--- src/rtl/mac_pkg.sv ---
// mac_pkg: shared widths, job limits and FSM state type for the MAC sequencer
package mac_pkg;
    localparam int OP_W    = 16;
    localparam int ACC_W   = 2 * OP_W + 2;
    localparam int MAX_LEN = 4;
    localparam int LEN_W   = 3;
    typedef enum logic [1:0] {IDLE, RUN, DONE} state_t;
    // A job of MAX_LEN full-scale products fits in ACC_W bits, so longer jobs are rejected.
    function automatic logic len_ok(input logic [LEN_W-1:0] l);
        return l != '0 && l <= LEN_W'(MAX_LEN);
    endfunction
endpackage

--- src/rtl/mac_sequencer_if.sv ---
// mac_sequencer_if: job control, operand stream, datapath operands and result handshake.
// slave = sequencer view; master = driver view.
//   control : start, len, abort -> busy, err
//   operand : in_valid, in_a, in_b -> in_ready
//   datapath: mul_a, mul_b, add_a, add_b out; mul_p, add_s back
//   result  : result, result_valid -> result_ready
interface mac_sequencer_if;
    import mac_pkg::*;
    logic              start;
    logic [LEN_W-1:0]  len;
    logic              abort;
    logic              in_valid;
    logic              in_ready;
    logic [OP_W-1:0]   in_a;
    logic [OP_W-1:0]   in_b;
    logic [OP_W-1:0]   mul_a;
    logic [OP_W-1:0]   mul_b;
    logic [2*OP_W-1:0] mul_p;
    logic [ACC_W-2:0]  add_a;
    logic [ACC_W-1:0]  add_b;
    logic [ACC_W-1:0]  add_s;
    logic              busy;
    logic              err;
    logic [ACC_W-1:0]  result;
    logic              result_valid;
    logic              result_ready;
    modport slave(
        input  start, len, abort, in_valid, in_a, in_b, mul_p, add_s, result_ready,
        output in_ready, mul_a, mul_b, add_a, add_b, busy, err, result, result_valid
    );
    modport master(
        output start, len, abort, in_valid, in_a, in_b, mul_p, add_s, result_ready,
        input  in_ready, mul_a, mul_b, add_a, add_b, busy, err, result, result_valid
    );
endinterface

--- src/rtl/mac_pipe_regs.sv ---
// mac_pipe_regs: stage 1 operand registers and stage 2 product register with their valids.
//   accept   : beat taken this cycle (loads mul_a/mul_b, sets v1)
//   flush    : abort, kills in-flight valids
//   mul_p    : multiplier product captured into preg when v1
//   v1, v2   : stage 1 / stage 2 valid
module mac_pipe_regs
    import mac_pkg::*;
(
    input  logic              clk,
    input  logic              rst,
    input  logic              flush,
    input  logic              accept,
    input  logic [OP_W-1:0]   in_a,
    input  logic [OP_W-1:0]   in_b,
    input  logic [2*OP_W-1:0] mul_p,
    output logic [OP_W-1:0]   mul_a,
    output logic [OP_W-1:0]   mul_b,
    output logic [2*OP_W-1:0] preg,
    output logic              v1,
    output logic              v2
);
    always_ff @(posedge clk) begin
        if (rst) begin
            mul_a <= '0;
            mul_b <= '0;
            preg  <= '0;
            v1    <= 1'b0;
            v2    <= 1'b0;
        end else begin
            v1 <= accept && !flush;
            v2 <= v1 && !flush;
            if (accept) begin
                mul_a <= in_a;
                mul_b <= in_b;
            end
            if (v1) preg <= mul_p;
        end
    end
endmodule

--- src/rtl/mac_sequencer.sv ---
// mac_sequencer: sequences the external multiplier/adder and owns the dot-product accumulator.
//   clk, rst : clock and synchronous active-high reset
//   bus      : mac_sequencer_if.slave (job control, operand stream, datapath, result)
module mac_sequencer
    import mac_pkg::*;
(
    input logic            clk,
    input logic            rst,
    mac_sequencer_if.slave bus
);
    state_t              state, state_n;
    logic [ACC_W-1:0]    acc;
    logic [LEN_W-1:0]    cnt_in, cnt_acc;
    logic [2*OP_W-1:0]   preg;
    logic                v1, v2, accept, flush, legal;

    assign legal        = len_ok(bus.len);
    assign bus.in_ready = state == RUN && cnt_in != '0;
    assign accept       = bus.in_valid && bus.in_ready;
    assign flush        = bus.abort && state != IDLE;
    assign bus.busy     = state != IDLE;
    assign bus.add_a    = {1'b0, preg};
    assign bus.add_b    = acc;

    mac_pipe_regs u_pipe (
        .clk    (clk),
        .rst    (rst),
        .flush  (flush),
        .accept (accept),
        .in_a   (bus.in_a),
        .in_b   (bus.in_b),
        .mul_p  (bus.mul_p),
        .mul_a  (bus.mul_a),
        .mul_b  (bus.mul_b),
        .preg   (preg),
        .v1     (v1),
        .v2     (v2)
    );

    always_comb begin
        state_n = state;
        case (state)
            IDLE:    state_n = bus.start && legal ? RUN : IDLE;
            RUN:     state_n = bus.abort ? IDLE : cnt_acc == '0 ? DONE : RUN;
            DONE:    state_n = bus.abort || bus.result_ready ? IDLE : DONE;
            default: state_n = IDLE;
        endcase
    end

    always_ff @(posedge clk) begin
        if (rst) begin
            state            <= IDLE;
            acc              <= '0;
            cnt_in           <= '0;
            cnt_acc          <= '0;
            bus.result       <= '0;
            bus.result_valid <= 1'b0;
            bus.err          <= 1'b0;
        end else begin
            state   <= state_n;
            bus.err <= state == IDLE && bus.start && !legal;
            if (state == IDLE && bus.start && legal) begin
                acc     <= '0;
                cnt_in  <= bus.len;
                cnt_acc <= bus.len;
            end else if (flush) begin
                cnt_in           <= '0;
                cnt_acc          <= '0;
                bus.result_valid <= 1'b0;
            end else if (state == RUN) begin
                if (accept) cnt_in <= cnt_in - 1'b1;
                if (v2) begin
                    acc     <= bus.add_s;
                    cnt_acc <= cnt_acc - 1'b1;
                end
                // cnt_acc hits zero only after the last product has been folded into acc.
                if (cnt_acc == '0) begin
                    bus.result       <= acc;
                    bus.result_valid <= 1'b1;
                end
            end else if (state == DONE && bus.result_ready) begin
                bus.result_valid <= 1'b0;
            end
        end
    end
endmodule
--- src/flat_wrapper.sv ---
// flat-port wrapper written by rule: the top's interface ports become plain ports
module mac_sequencer_flat import mac_pkg::*;
  (clk, rst, bus_start, bus_len, bus_abort, bus_in_valid, bus_in_a, bus_in_b, bus_mul_p, bus_add_s, bus_result_ready, bus_in_ready, bus_mul_a, bus_mul_b, bus_add_a, bus_add_b, bus_busy, bus_err, bus_result, bus_result_valid);
  mac_sequencer_if bus_i ();
  input logic clk;
  input logic rst;
  input wire logic [$bits(bus_i.start)-1:0] bus_start;
  input wire logic [$bits(bus_i.len)-1:0] bus_len;
  input wire logic [$bits(bus_i.abort)-1:0] bus_abort;
  input wire logic [$bits(bus_i.in_valid)-1:0] bus_in_valid;
  input wire logic [$bits(bus_i.in_a)-1:0] bus_in_a;
  input wire logic [$bits(bus_i.in_b)-1:0] bus_in_b;
  input wire logic [$bits(bus_i.mul_p)-1:0] bus_mul_p;
  input wire logic [$bits(bus_i.add_s)-1:0] bus_add_s;
  input wire logic [$bits(bus_i.result_ready)-1:0] bus_result_ready;
  output wire logic [$bits(bus_i.in_ready)-1:0] bus_in_ready;
  output wire logic [$bits(bus_i.mul_a)-1:0] bus_mul_a;
  output wire logic [$bits(bus_i.mul_b)-1:0] bus_mul_b;
  output wire logic [$bits(bus_i.add_a)-1:0] bus_add_a;
  output wire logic [$bits(bus_i.add_b)-1:0] bus_add_b;
  output wire logic [$bits(bus_i.busy)-1:0] bus_busy;
  output wire logic [$bits(bus_i.err)-1:0] bus_err;
  output wire logic [$bits(bus_i.result)-1:0] bus_result;
  output wire logic [$bits(bus_i.result_valid)-1:0] bus_result_valid;
  assign bus_i.start = bus_start;
  assign bus_i.len = bus_len;
  assign bus_i.abort = bus_abort;
  assign bus_i.in_valid = bus_in_valid;
  assign bus_i.in_a = bus_in_a;
  assign bus_i.in_b = bus_in_b;
  assign bus_i.mul_p = bus_mul_p;
  assign bus_i.add_s = bus_add_s;
  assign bus_i.result_ready = bus_result_ready;
  assign bus_in_ready = bus_i.in_ready;
  assign bus_mul_a = bus_i.mul_a;
  assign bus_mul_b = bus_i.mul_b;
  assign bus_add_a = bus_i.add_a;
  assign bus_add_b = bus_i.add_b;
  assign bus_busy = bus_i.busy;
  assign bus_err = bus_i.err;
  assign bus_result = bus_i.result;
  assign bus_result_valid = bus_i.result_valid;
  mac_sequencer u_core (.clk(clk), .rst(rst), .bus(bus_i));
endmodule
--- config.mk ---
export PLATFORM = sky130hd
export DESIGN_NAME = mac_sequencer_flat
export DESIGN_NICKNAME = d
export VERILOG_FILES = /design/src/rtl/mac_pkg.sv /design/src/rtl/mac_sequencer_if.sv /design/src/rtl/mac_pipe_regs.sv /design/src/rtl/mac_sequencer.sv /design/src/flat_wrapper.sv
export SDC_FILE = /design/constraint.sdc
export NUM_CORES = 1
export LEC_CHECK = 0
export ABC_CLOCK_PERIOD_IN_PS = 2190
export CAP_MARGIN = 10
export CORE_ASPECT_RATIO = 0.5
export CORE_MARGIN = 2
export CORE_UTILIZATION = 41
export DETAILED_ROUTE_END_ITERATION = 16
export PLACE_DENSITY_LB_ADDON = 0.25
export SETUP_SLACK_MARGIN = 0.3
export SLEW_MARGIN = 20
export SYNTH_ARGS = -nofsm -noshare
export SYNTH_HDL_FRONTEND = slang
export SYNTH_SLANG_ARGS = --single-unit
--- constraint.sdc ---
create_clock -name clk -period 2.19 [get_ports clk]
set_clock_uncertainty 0.15 [all_clocks]
set_input_delay 0.219 -clock clk [delete_from_list [all_inputs] [get_ports clk]]
set_output_delay 0.219 -clock clk [all_outputs]
set_load 0.05 [all_outputs]
==> summary.md, run 1 <==
| Metric | Value |
|---|---|
| CP endpoint kind | output port |
| CTS Buffer Depth | 2 |
| Worst-path clk slew | roughly 0.060 ns |
| Leakage | ~3.5 nW |
| Syn nets | 736 |
| Minimum hold slack | between 0.2 and 0.25 ns |
| Global routing usage summed across all routing layers | 21.3% |
| Height of the die | 84.1 um |
| Final worst setup slack | 0.377 ns |
| Number of buffers and inverters on the critical path | 1 |
| Violation count after the first detailed-routing iteration | ~260 |
| Synthesized area per cell | 8.42 um2 |
| Power Density | approximately 730 nW/um2 |
| Initial core utilization | 41.8% |
| Post-synthesis instance area | 5270 um2 |
| Wire length of the first global-routing pass | around 24 mm |
| Count of input and output buffers | 242 |
| Die area | 13800 um2 |
| Biggest area contributors in the synthesized netlist | dfxtp_1, nand2_1, a21oi_1 |
| CTS root buf | clkbuf_16 |
| Max-slew headroom | a little under two thirds |
| Routed length per instance | approximately 15 um |
| Required time of the worst setup path | 1.82 ns |
| Max Fanout on Critical Path | 10 |
| Via count of the first global-routing pass | 4704 |
| Vias per Instance | 4.75 |
| Final Net Count | 965 |
| Antenna violations before repair | 0 |
| Synthesis Warnings | 0 |
| Post-Place Cells | 1002 |
| Sum of routed wire length over all layers | 15.1 mm |
| N_diodes | 0 |
| Overall die width | 164 um |
| Overall via count from detail_route | 4924 |
| Ratio of cells with drive above 1 in the final layout | 6.69% |
| Fin cells | 1037 |
| Total of flip-flops plus latches after synthesis | approximately 140 |
| Peak ir drop on the vdd network | 0.496 mV |
| Number of sinks driven by the clock tree | 144 |
| Number of unique standard cell types used by synthesis | 39 |
| Ys async rst share | 0% |
| TritonCTS clock tree | done |
| Arrival time reported for the critical path endpoint | between 1 and 1.5 ns |
| Largest stage delay, worst path | 0.43 ns |
| Number of setup violations in the final report | 0 |
| Fmax | 552 MHz |
| Pre-CTS setup slack | 0.0899 ns |
| Kind of cell adding the most delay to the critical path | simple AND/OR/NAND/NOR gates |
| Fraction of the yosys area taken by sequential cells | roughly 55% |
| Number of core rows | 29 |
| Top cell type's share of synthesized area | 54.8% |
| Highest-delay cell along the critical path | dfxtp_2 |
| Worst-Skew Late Latency | 0.40 ns |
| Unrepaired setup endpoints after global routing | no |
| Count of flip-flops with a built-in enable after synthesis | 0 |
| Status | finished clean |
| Residual overflow from global routing | 0 |
| Synth area leader | dfxtp_1 |
| Prevailing post-synth register cell | dfxtp_1 |
| Max Cap Violations | 0 |
| Chain of cells forming the critical path | nor2b_4 -> and2_4 -> buf_12 |
| Sum of net half-perimeters after detailed placement | 10.2 mm |
| Top library cells by usage in the layout, fill and taps aside | nand2_1, dfxtp_1, dlygate4sd2_1, clkdlybuf4s50_1, a21oi_1 |
| Area of all placed cells without fillers | 8280 um2 |
| Post-detailed-route DRC marker count | 0 |
| 1st-pass router iterations | 4 |
| Setup TNS | 0 ns |
| Crit share post-route | between 80% and 90% |
| Antenna Violating Nets Remaining | 0 |
| I/O pin count | between 200 and 250 |
| Weighted congestion reported at the end of routability-driven placement | 0.798 |
| Kind of critical path | flop to output port |
| Number of H-tree levels | 4 |
| Slew of the pin with the lowest slew margin | 0.550 ns |
| Total count of max-transition violations in the final report | 0 |
| Cell area after placement | 7820 um2 |
| Total clock buffers created by CTS | 17 |
| Commonest non-fill, non-tap cell in the layout | nand2_1 |
| Layout-stage area growth over the synthesis result | 57.2% |
| Cells after synthesis | 625 |
| Largest net degree at the start of global routing | 103 |
| Final critical-path required period | 1.81 ns |
| Core area | 12600 um2 |
| Total count of hold-check failures in the final report | 0 |
| Launching element type of the critical path | flop |
| Classification of the worst-slack hold path | primary input to flop |
path summary, 6_finish.rpt:
check	cells after the start	slack (ns)	startpoint	endpoint
worst max-delay path	3	0.38	u_core.state[0]	bus_in_ready
worst max register to register	7	0.43	u_core.cnt_acc[0]	u_core.bus.result[25]
worst min register to register	2	0.30	u_core.bus.result[5]	u_core.bus.result[5]
worst min-delay path	3	0.21	bus_add_s[10]	u_core.bus.add_b[10]
Yosys cell counts, types with 2 or more instances:
| cell type | n |
|---|---|
| a21oi_1 | 102 |
| a221oi_1 | 3 |
| and2_1 | 2 |
| buf_1 | 2 |
| buf_2 | 24 |
| buf_4 | 2 |
| clkbuf_1 | 15 |
| dfxtp_1 | 144 |
| ha_1 | 4 |
| inv_1 | 5 |
| mux2i_1 | 32 |
| nand2_1 | 203 |
| nand2b_1 | 4 |
| nand3_1 | 4 |
| nand3b_1 | 3 |
| nand4_1 | 2 |
| nor2_1 | 42 |
| nor3_1 | 4 |
| o21a_1 | 2 |
| o21ai_0 | 4 |
| or2_2 | 2 |
| or3_1 | 2 |
| xnor2_1 | 2 |
tightest hold or removal path: cells and delay by family:
| family | cells | cell delay, ns |
|---|---|---|
| AO/OA/AOI/OAI | 1 | 0.05 |
| AND/OR/NAND/NOR | 1 | 0.05 |
| buffers and inverters | 1 | 0.39 |
final cells by class:
| class | instances | area (um2) |
|---|---|---|
| Clock buffer | 18 | 429 |
| Fill cell | 1128 | 4310 |
| Multi-Input combinational cell | 433 | 2170 |
| Tap cell | 170 | 213 |
| Sequential cell | 144 | 2890 |
| Timing Repair Buffer | 253 | 2400 |
| Clock inverter | 14 | 156 |
| Inverter | 5 | 18.8 |
what timing repair did:
item,4_1_cts,5_1_grt
hold buffers,1,0
cloned,0,1
pin swaps,0,1
gates resized for setup,135,4
setup buffers,0,1
endpoints found under the hold margin,4,0
endpoints found under the setup margin,137,37
routing by layer:
metal	vias up	track usage (%)	share of wire [%]
met4	0	7.18	1.5
met5	-	0	0
met3	18	5.39	7.0
met1	2262	25.7	43
li1	2497	-	-
met2	147	37.1	48
power by group:
part | switching [mW] | internal (mW)
combinational | 0.257 | 0.261
clock | 1.15 | 1.70
sequential | 0.0195 | 2.65
total | 1.42 | 4.61
flip-flops by register name, summed over array words and instances (netlist names):
register and count:
u_core.cnt_acc 3, u_core.u_pipe.preg 32, u_core.bus.add_b 34, u_core.u_pipe.v1 1
u_core.bus.result 34, u_core.bus.result_valid 1, u_core.bus.err 1, u_core.cnt_in 3
u_core.u_pipe.v2 1, u_core.u_pipe.mul_b 16, u_core.state 2, u_core.u_pipe.mul_a 16
through the flow:
step / total power, mW / util, %
5_1_grt: 6.27 / 65.7
3_3_place_gp: 3.23 / 62.1
4_1_cts: 6.09 / 65.5
3_5_place_dp: 3.24 / 62.1
2_1_floorplan: 2.96 / -
6_report: 6.03 / 65.7
kinds of logic (layout without fill, tap and decap cells):
| kind of cell | Yosys count | in the layout | share of synthesized area, % |
|---|---|---|---|
| compound gates | 117 | 117 | 11.9 |
| xor+xnor | 2 | 2 | 0.333 |
| fa+ha+maj | 4 | 4 | 0.951 |
| buf+inv | 49 | 290 | 4.35 |
| flops | 144 | 144 | 54.8 |
| mux | 32 | 32 | 6.08 |
| other cells | 1 | 1 | 0.0712 |
| simple gates | 276 | 277 | 21.5 |
No activity file was read; power rests on OpenSTA's default activity.
==> inputs of run 2 (changes only) <==
--- a/config.mk
+++ b/config.mk
@@ -5,11 +5,11 @@
 export SDC_FILE = /design/constraint.sdc
 export NUM_CORES = 1
 export LEC_CHECK = 0
-export ABC_CLOCK_PERIOD_IN_PS = 2190
+export ABC_CLOCK_PERIOD_IN_PS = 1600
 export CAP_MARGIN = 10
 export CORE_ASPECT_RATIO = 0.5
 export CORE_MARGIN = 2
-export CORE_UTILIZATION = 41
+export CORE_UTILIZATION = 37
 export DETAILED_ROUTE_END_ITERATION = 16
 export PLACE_DENSITY_LB_ADDON = 0.25
 export SETUP_SLACK_MARGIN = 0.3
==> constraint.sdc (replaced) <==
create_clock -name clk -period 1.6 [get_ports clk]
set_clock_uncertainty 0.15 [all_clocks]
set_input_delay 0.16 -clock clk [delete_from_list [all_inputs] [get_ports clk]]
set_output_delay 0.16 -clock clk [all_outputs]
set_load 0.05 [all_outputs]
==> summary.md, run 2 (synthesized netlist as in run 1, its figures left out) <==
| Metric | Value |
|---|---|
| Number of core rows | 30 (was 29) |
| Commonest non-fill, non-tap cell in the layout | nand2_1 (unchanged) |
| Via count of the first global-routing pass | 5004 (was 4704) |
| Arrival time reported for the critical path endpoint | 1.35 ns (was 1.44 ns) |
| Classification of the worst-slack hold path | primary input to flop (unchanged) |
| Number of H-tree levels | 4 (unchanged) |
| Final critical-path required period | 1.66 ns |
| Worst-path clk slew | 0.05 ns (was 0.06 ns) |
| I/O pin count | 244 (unchanged) |
| Ratio of cells with drive above 1 in the final layout | 46.0% (was 6.69%) |
| CP endpoint kind | output port (unchanged) |
| Worst-Skew Late Latency | 0.41 ns (was 0.40 ns) |
| Initial core utilization | 38.3% (was 41.8%) |
| Required time of the worst setup path | 1.29 ns (was 1.82 ns) |
| Sum of net half-perimeters after detailed placement | 10.6 mm (was 10.2 mm) |
| Violated checks | negative setup slack |
| Kind of critical path | flop to output port (unchanged) |
| Total count of max-transition violations in the final report | 0 (unchanged) |
| Kind of cell adding the most delay to the critical path | simple AND/OR/NAND/NOR gates (unchanged) |
| Tot Pwr | 8.77 mW (was 6.03 mW) |
| Largest net degree at the start of global routing | 45 (was 103) |
| Global routing usage summed across all routing layers | 20.7% (was 21.3%) |
| Die area | 15300 um2 (was 13800 um2) |
| Overall die width | 173 um (was 164 um) |
| Routed length per instance | 16.0 um (was 14.5 um) |
| Height of the die | 88.4 um (was 84.1 um) |
| Number of sinks driven by the clock tree | 144 (unchanged) |
| Total count of hold-check failures in the final report | 0 (unchanged) |
| Antenna Violating Nets Remaining | 0 (unchanged) |
| Leakage | 3.84 nW (was 3.51 nW) |
| Number of setup violations in the final report | 47 (was 0) |
| Total clock buffers created by CTS | 17 (unchanged) |
| Max-slew headroom | 53.7% (was 63.5%) |
| Core area | 13700 um2 (was 12600 um2) |
| Top library cells by usage in the layout, fill and taps aside | nand2_1, clkdlybuf4s50_1, dfxtp_1, buf_4, a21oi_2 (was nand2_1, dfxtp_1, dlygate4sd2_1, clkdlybuf4s50_1, a21oi_1) |
| Status | finished with violations (was finished clean) |
| Cell area after placement | 7920 um2 (was 7820 um2) |
| Psw | 2.07 mW (was 1.42 mW) |
| Vias per Instance | 4.77 (was 4.75) |
| Relative contribution of the clock network to total power | 46.1% (was 47.2%) |
| CTS Buffer Depth | 2 (unchanged) |
| Number of buffers and inverters on the critical path | 1 (unchanged) |
| Crit share post-route | 104% |
| Chain of cells forming the critical path | nor2b_4 -> and2_4 -> buf_12 (unchanged) |
| Relative contribution of combinational cells to total power | 12.2% (was 8.6%) |
| Largest stage delay, worst path | 0.40 ns (was 0.43 ns) |
| Max Cap Violations | 0 (unchanged) |
| Layout-stage area growth over the synthesis result | 87.2% (was 57.2%) |
| Power Density | 890 nW/um2 (was 729 nW/um2) |
| 1st-pass router iterations | 4 (unchanged) |
| Final Net Count | 1014 (was 965) |
| Count of input and output buffers | 242 (unchanged) |
| Cell internal power dissipation | 6.71 mW (was 4.61 mW) |
| Violation count after the first detailed-routing iteration | 194 (was 263) |
| Peak ir drop on the vdd network | 0.660 mV (was 0.496 mV) |
| Area of all placed cells without fillers | 9850 um2 (was 8280 um2) |
| Max Fanout on Critical Path | 7 (was 10) |
| Proportion of total power due to net switching | 23.6% (about the same) |
| Final worst setup slack | -0.0637 ns (was 0.377 ns) |
| Antenna violations before repair | 0 (unchanged) |
| TritonCTS clock tree | done (unchanged) |
| Wire length of the first global-routing pass | 25.3 mm (was 23.5 mm) |
| CTS root buf | clkbuf_16 (unchanged) |
| Cells on Worst Hold Path | 4 (was 3) |
| Fmax | 601 MHz |
| Count of cell instances traversed by the critical path | 3 (unchanged) |
| Slew of the pin with the lowest slew margin | 0.695 ns (was 0.550 ns) |
| Overall via count from detail_route | 5268 (was 4924) |
| Residual overflow from global routing | 0 (unchanged) |
| R2R depth | 7 (unchanged) |
| N_diodes | 0 (unchanged) |
| Sequential group share of total power | 41.7% (was 44.2%) |
| Weighted congestion reported at the end of routability-driven placement | 0.791 (was 0.798) |
| Sum of routed wire length over all layers | 17.7 mm (was 15.1 mm) |
| Highest-delay cell along the critical path | dfxtp_4 (was dfxtp_2) |
| Launching element type of the critical path | flop (unchanged) |
| Post-detailed-route DRC marker count | 0 (unchanged) |
| Unrepaired setup endpoints after global routing | yes (was no) |
## run 2: worst paths after layout
check                           slack [ns]                     to                  start
worst max-delay path                 -0.06           bus_in_ready        u_core.state[0]
worst min-delay path                  0.03      u_core.cnt_acc[2]                    rst
worst max register to register       -0.05   u_core.bus.result[7]      u_core.cnt_acc[1]
worst min register to register        0.30  u_core.bus.result[25]  u_core.bus.result[25]
## run 2: cell type report
cell class,count,area (um2)
Tap cell,192,240
Timing Repair Buffer,301,3150
Sequential cell,144,2940
Clock buffer,19,453
Fill cell,1013,3880
Multi-Input combinational cell,434,2920
Inverter,5,18.8
Clock inverter,10,138
## run 2: power by group through the flow
stage / logic, mW / clock network (mW) / registers [mW]
2_1_floorplan: 0.323 / 0 / 3.80
3_3_place_gp: 0.801 / 0 / 3.73
3_5_place_dp: 0.809 / 0 / 3.73
4_1_cts: 0.925 / 4.09 / 3.65
5_1_grt: 1.13 / 4.26 / 3.66
6_report: 1.07 / 4.04 / 3.65
## run 2: timing repair
item | 4_1_cts | 5_1_grt
endpoints found under the hold margin | 16 | 0
gates resized for setup | 97 | 171
gates cloned | 5 | 8
hold buffers | 3 | 0
endpoints found under the setup margin | 139 | 175
setup buffers | 4 | 11
pin swaps | 13 | 52
## run 2: tightest hold or removal path, cell delays in order
cell and delay [ns]:
buf_4 0.16, nor2_4 0.06, nand3_1 0.10, a221oi_2 0.06
## run 2: metal layers
metal | vias to the layer above | track usage [%] | wire length, um
met2 | 137 | 37.6 | 8990
li1 | 2606 | - | -
met1 | 2511 | 24.2 | 7640
met3 | 14 | 5.84 | 904
met4 | 0 | 6.93 | 188
met5 | - | 0 | 0
## run 2: stage by stage
stage | utilization (%) | setup WS, ns | instances | TNS [ns] | hold slack [ns]
finish | 71.7 | -0.0637 | 1105 | -0.748 | 0.0348
CTS | 65.7 | -0.0521 | 1086 | -0.540 | 0.0103
global placement | 57.7 | -0.352 | 1045 | -18.07 | 0.288
global route | 71.7 | -0.123 | 1105 | -5.41 | 0.0477
detailed placement | 57.7 | -0.425 | 1045 | -22.24 | 0.296
floorplan | - | 0.0365 | 625 | 0 | 0.136
